[config.mk]
export PLATFORM = sky130hd
export DESIGN_NAME = prog_lut
export DESIGN_NICKNAME = d
export VERILOG_FILES = /design/src/rtl/prog_lut.sv
export SDC_FILE = /design/constraint.sdc
export NUM_CORES = 1
export LEC_CHECK = 0
export CORE_UTILIZATION = 55
export CTS_CLUSTER_DIAMETER = 120
export DETAILED_ROUTE_END_ITERATION = 6
export HOLD_SLACK_MARGIN = 0.1
export PLACE_DENSITY = 0.86
export SLEW_MARGIN = 0
export SYNTH_ARGS = -nofsm -noshare
export SYNTH_HDL_FRONTEND = slang
export SYNTH_SLANG_ARGS = --single-unit
[constraint.sdc]
create_clock -name Clk -period 2.12 [get_ports Clk]
set_input_delay 0.318 -clock Clk [delete_from_list [all_inputs] [get_ports Clk]]
set_output_delay 0.318 -clock Clk [all_outputs]
set_load 0.005 [all_outputs]
[src/rtl/prog_lut.sv]
`default_nettype none
// ============================================================================
//  Module   : prog_lut
//  Purpose  : Programmable lookup table of DEPTH words of W bits.  Every entry
//             has a fixed default value which it takes at reset and which a
//             restore sequence rewrites one entry per clock.  One read port
//             and one write port are available each cycle.  Writes take
//             priority over reads of the same entry in the same cycle.
//
//  Ports    : Clk      - sole clock, all state changes on its rising edge
//             Reset    - synchronous active-high reset
//             RdEn     - read request, sampled each rising edge
//             RdAddr   - read address
//             RdData   - registered read data, held while no read occurs
//             RdValid  - one-cycle pulse, RdData carries a read result
//             RdErr    - one-cycle pulse with RdValid, address out of range
//             WrEn     - write request
//             WrAddr   - write address
//             WrData   - write data
//             WrErr    - one-cycle pulse, the previous cycle's write was
//                        rejected (address out of range, Busy or Restore)
//             Restore  - start reloading every entry with its default
//             Busy     - high while the restore sequence runs
//
//  Revision : 1.0  initial release
// ============================================================================
module prog_lut #(
    parameter int W     = 16,
    parameter int AW    = 4,
    parameter int DEPTH = 16
) (
    input  logic          Clk,
    input  logic          Reset,
    input  logic          RdEn,
    input  logic [AW-1:0] RdAddr,
    output logic [W-1:0]  RdData,
    output logic          RdValid,
    output logic          RdErr,
    input  logic          WrEn,
    input  logic [AW-1:0] WrAddr,
    input  logic [W-1:0]  WrData,
    output logic          WrErr,
    input  logic          Restore,
    output logic          Busy
);

    // Width of an in-range entry index.  DEPTH <= 2**AW guarantees IW <= AW.
    localparam int              IW     = (DEPTH > 1) ? $clog2(DEPTH) : 1;
    localparam int unsigned     C_DEPTH = DEPTH;
    localparam logic [IW-1:0]   C_LAST = IW'(DEPTH - 1);

    // ------------------------------------------------------------------------
    // Default contents.  Values are defined as 32-bit numbers and then
    // zero-extended or truncated to the entry width.
    // ------------------------------------------------------------------------
    function automatic logic [W-1:0] f_default(input int unsigned idx);
        logic [31:0] v;
        case (idx)
            0:       v = 32'd0;
            1:       v = 32'd1;
            2:       v = 32'd4;
            3:       v = 32'd61;
            4:       v = 32'd62;
            5:       v = 32'd63;
            6:       v = 32'd32;
            7:       v = 32'd64;
            8:       v = 32'd255;
            9:       v = 32'd51;
            10:      v = 32'd59;
            11:      v = 32'd41;
            12:      v = 32'd22;
            default: v = 32'd0;
        endcase
        return W'(v);
    endfunction

    // ------------------------------------------------------------------------
    // State
    // ------------------------------------------------------------------------
    typedef enum logic [0:0] {
        IDLE    = 1'b0,
        RESTORE = 1'b1
    } state_t;

    state_t          r_state;
    state_t          w_state_nxt;
    logic [IW-1:0]   r_idx;
    logic [IW-1:0]   w_idx_nxt;
    logic [W-1:0]    r_mem [DEPTH];

    logic            w_restoring;
    logic            w_rd_in_range;
    logic            w_wr_in_range;
    logic            w_wr_ok;
    logic [IW-1:0]   w_rd_idx;
    logic [IW-1:0]   w_wr_idx;
    logic [W-1:0]    w_rd_word;

    assign w_restoring   = (r_state == RESTORE);
    assign w_rd_in_range = (32'(RdAddr) < C_DEPTH);
    assign w_wr_in_range = (32'(WrAddr) < C_DEPTH);
    assign w_rd_idx      = RdAddr[IW-1:0];
    assign w_wr_idx      = WrAddr[IW-1:0];

    // A user write is refused while restoring and also in the very cycle a
    // restore is requested, so a restore never races a user write.
    assign w_wr_ok = WrEn && w_wr_in_range && !w_restoring && !Restore;

    // Busy is the decoded state flop; it has no input-to-output path.
    assign Busy = w_restoring;

    // ------------------------------------------------------------------------
    // Restore sequencer: next-state logic
    // ------------------------------------------------------------------------
    always_comb begin
        w_state_nxt = r_state;
        w_idx_nxt   = r_idx;
        case (r_state)
            IDLE: begin
                if (Restore) begin
                    w_state_nxt = RESTORE;
                    w_idx_nxt   = '0;
                end
            end
            RESTORE: begin
                // Restore requests are ignored here; the sequence runs to the
                // last entry and the index stops there instead of wrapping.
                if (r_idx == C_LAST) begin
                    w_state_nxt = IDLE;
                end else begin
                    w_idx_nxt = r_idx + 1'b1;
                end
            end
            default: begin
                w_state_nxt = IDLE;
                w_idx_nxt   = '0;
            end
        endcase
    end

    // Restore sequencer: state register
    always_ff @(posedge Clk) begin
        if (Reset) begin
            r_state <= IDLE;
            r_idx   <= '0;
        end else begin
            r_state <= w_state_nxt;
            r_idx   <= w_idx_nxt;
        end
    end

    // ------------------------------------------------------------------------
    // Table storage.  User writes and restore writes never coincide because
    // user writes are refused while restoring.
    // ------------------------------------------------------------------------
    always_ff @(posedge Clk) begin
        if (Reset) begin
            for (int i = 0; i < DEPTH; i++) begin
                r_mem[i] <= f_default(32'(i));
            end
        end else begin
            if (w_wr_ok) begin
                r_mem[w_wr_idx] <= WrData;
            end
            if (w_restoring) begin
                r_mem[r_idx] <= f_default(32'(r_idx));
            end
        end
    end

    // ------------------------------------------------------------------------
    // Read path.  The returned word is the entry's content after this edge:
    // a same-cycle user write or restore write to the same entry is
    // forwarded in place of the stored value.
    // ------------------------------------------------------------------------
    always_comb begin
        w_rd_word = r_mem[w_rd_idx];
        if (w_wr_ok && (WrAddr == RdAddr)) begin
            w_rd_word = WrData;
        end else if (w_restoring && (r_idx == w_rd_idx)) begin
            w_rd_word = f_default(32'(r_idx));
        end
    end

    always_ff @(posedge Clk) begin
        if (Reset) begin
            RdData  <= '0;
            RdValid <= 1'b0;
            RdErr   <= 1'b0;
            WrErr   <= 1'b0;
        end else begin
            RdValid <= RdEn;
            RdErr   <= RdEn && !w_rd_in_range;
            WrErr   <= WrEn && !w_wr_ok;
            if (RdEn) begin
                RdData <= w_rd_in_range ? w_rd_word : '0;
            end
        end
    end

endmodule
`default_nettype wire

==> metrics.md <==
| Metric | Value |
|---|---|
| Multiplexer share of the synthesized area | `0.139` |
| Pwr Density | `811 mW/mm2` |
| Routed via count | `8,981` |
| Fin Clk Skew | `around 13 ps` |
| Aggregate global routing overflow | `0` |
| Synth Area in Adders | `0.000975` |
| Largest family of logic cells by synthesized area | `multiplexers` |
| H-tree depth | `1` |
| Final max-slew violation count | `0` |
| CP required | `2390 ps` |
| Post-Place Worst Slack | `-582 ps` |
| Antenna diodes | `0` |
| Max Freq | `479 MHz` |
| EDFF count, synth | `approximately 260` |
| Nets | `roughly 1,100` |
| Die area | `between 0.02 and 0.025 mm2` |
| Layout overhead on the synthesized area | `21.9%` |
| Setup CP Type | `flip-flop to flip-flop` |
| Clk_lat worst skew | `between 500 and 600 ps` |
| Crit Reg-Reg Startpoint | `Busy` |
| Post-CTS Hold Buffers | `0` |
| FF-to-FF path depth | `7` |
| Initial Utilization | `0.563` |
| Met2 GRT Util | `0.510` |
| Final Hold Fails | `0` |
| Synth Area in Compound Gates | `0.0455` |
| Post-CTS setup buffer count | `0` |
| Core ar. | `0.0228 mm2` |
| Pin count of the biggest net entering global routing | `25` |
| Hold Path Class | `input pin to flip-flop` |
| Drt first pass iters | `7` |
| Status | `finished, violations left` |
| Distinct cells, synth | `53` |
| GR Util met3 | `0.0684` |
| Final setup margin | `between 30 and 40 ps` |
| # DRC | `1` |
| Worst EP arrival | `2360 ps` |
| Post-Syn Instances | `940` |
| RePlAce Congestion | `0.903` |
| Inserted Clock Buffers | `27` |
| FFs w/ async S/R, synth | `0` |
| Hold worst-path end | `RdData[6]` |
| Initial antenna violation count | `0` |
| Fin crit share | `0.985` |
| Clk sinks | `287` |
| Seq cells post-synth | `around 290` |
| Crit. End Element | `flip-flop` |
| Ys Warns | `0` |
| GRT Overall Usage | `0.304` |
| DRT iter0 DRCs | `1,107` |
| Mapped Nets | `970` |
| Capturing point of the worst reg2reg path | `r_mem[4][0]` |
| CP Cell Sequence | `or4b_4, a21oi_4, nor2b_4, buf_6, nand2_2, nand2b_4, buf_12` |
| Post-route minimum period | `about 2100 ps` |
| Vias in the first global route | `slightly above 9,000` |
| Die height | `155 um` |
| # setup viols final | `0` |
| Crit path buffers/inverters | `2` |
| Post-synth top flop | `edfxtp_1` |
| Average wire per standard cell | `25.3 um` |
| Avg Cell Area, Syn | `13.7 um2` |
| Finished Cell Area | `0.0156 mm2` |
| Met1 usage | `0.381` |
| Max-slew headroom | `0.573` |
| Sequential share of the synthesized area | `0.647` |
| Antenna Nets Post-Route | `0` |
| Failing checks | `DRC` |
| Via density | `6.36` |
| CTS tree | `built` |
| Slowest CP cell | `or4b_4` |
| Lkg Pwr | `5.62 nW` |
| WHS Path Cells | `3` |
| CP peak stage delay | `around 500 ps` |
| Placed wire-length estimate | `23,600 um` |
| XOR/XNOR share of the synthesized area | `0.00683` |
| WHS | `between 300 and 400 ps` |
| Startpoint class of the critical path | `flip-flop` |
| Worst-margin pin slew | `640 ps` |
| R2R setup slack | `30 ps` |
| Clock-pin slew on the worst setup and hold paths | `70 ps` |
| Worst-case vdd ir drop | `0.000573 V` |
| Global-route wire length before repair | `roughly 54,000 um` |
| Hold path startpoint | `RdAddr[2]` |
| Share of cells above drive strength 1 | `0.250` |
| Die Wd | `155 um` |
| Synthesized cell area | `between 0.01 and 0.015 mm2` |
| Most used routing layer | `met2` |
| Simple-gate share of the synthesized area | `0.123` |
| Num rows | `between 50 and 60` |
| Max Fanout on Critical Path | `8` |
| Buffers added on ports | `47` |
| Final Power | `12.7 mW` |
| Post-Place Cell Area | `0.0147 mm2` |
| Clock Path Buffers | `3` |
| Setup TNS | `0 ps` |
| Final wirelength | `35,700 um` |
| Clock root cell | `clkbuf_16` |
| Worst path top cell family by delay | `simple AND/OR/NAND/NOR gates` |
| MaxCap Viol Count | `0` |
| IO Pins | `49` |
per-stage QoR:
stage / utilization / cells
floorplan: - / 940
global placement: 0.644 / 1361
detailed placement: 0.644 / 1361
CTS: 0.683 / 1411
global route: 0.686 / 1411
finish: 0.686 / 1411
placed cells by master, fill, tap and decap left out, types with 3 or more instances in the layout:
cell               n
a32oi_1            8
o221ai_1           7
nand2b_2           8
and2_1             6
xnor2_1            4
nand3_1           16
nor2_1           228
mux2i_1           47
clkinv_2           6
buf_4            108
dfxtp_1           29
nor3_1             3
clkbuf_16         27
edfxtp_1         256
inv_1             13
nand2b_4           3
xor2_1             6
a21oi_1            6
a221oi_1          15
nand2b_1          11
nor2b_1            7
clkbuf_8           3
clkdlybuf4s50_1   45
nand2_1           66
mux4_2            58
o21ai_1           11
clkinvlp_4         4
clkbuf_1           5
o21a_1             7
buf_12            28
nand2_2            6
a22oi_1            7
clkinv_1           3
where the power goes:
part	leakage (nW)	internal, mW	switching, mW
Combinational	2.42	0.622	0.760
Clock	0.425	2.71	2.15
Sequential	2.77	6.35	0.0919
registers in the layout (all words and copies together) (netlist names), named ones only:
register,cells
Busy,1
RdData,16
RdValid,1
WrErr,1
r_idx,4
r_mem,256
metal layers:
layer	wire, um	vias to the layer above
met5	0	-
met4	1660	0
met3	4510	145
met2	17500	752
met1	12000	4367
li1	-	3717
cell families after synthesis:
family / count (synthesis)
and+or+nand+nor: 369
muxes: 106
adders and majority gates: 1
xor gates and xnor gates: 10
other: 1
AOI/OAI and AO/OA: 77
DFF: 287
buffers and inverters: 89
tightest hold or removal path: stages:
cell	delay [ps]
buf_2	190
o21a_1	200
o221ai_1	120
final cells by class:
class	count	area, um2
clock buffers	35	736
flip-flops and latches	287	8310
well taps	313	392
inverters	14	52.6
multi-input cells	564	4160
clock inverters	15	148
fillers	1360	7140
repair buffers	183	1840
worst max path at each step:
stage	from	to	slack, ps	cells after the start
after floorplan	Busy	r_mem[15][0]	4	6
after global placement	Restore	r_mem[4][9]	-510	8
after detailed placement	Restore	r_mem[4][9]	-580	8
after CTS	Busy	r_mem[3][3]	30	7
after global routing	Busy	r_mem[8][0]	-20	7
final	Busy	r_mem[4][0]	30	7
cells in the mapped netlist, types with 8 or more instances:
| cell | n | area share |
|---|---|---|
| edfxtp_1 | 256 | 0.60 |
| nor2_1 | 229 | 0.067 |
| nand2_1 | 67 | 0.020 |
| mux4_2 | 58 | 0.10 |
| mux2i_1 | 47 | 0.037 |
| dfxtp_1 | 31 | 0.048 |
| buf_2 | 29 | 0.011 |
| clkbuf_1 | 25 | 0.0073 |
| nand2b_1 | 22 | 0.011 |
| nand3_1 | 16 | 0.0062 |
| a221oi_1 | 15 | 0.010 |
| inv_1 | 13 | 0.0038 |
| o21ai_1 | 11 | 0.0043 |
| buf_6 | 10 | 0.0088 |
| a21oi_1 | 8 | 0.0031 |
| a32oi_1 | 8 | 0.0055 |
| nor2b_1 | 8 | 0.0039 |
what timing repair did:
| action | in CTS | in global routing |
|---|---|---|
| pin swaps | 2 | 1 |
| gates resized for setup | 7 | 13 |
| setup endpoints to repair | 168 | 211 |
Power figures use the tool's default switching activity.
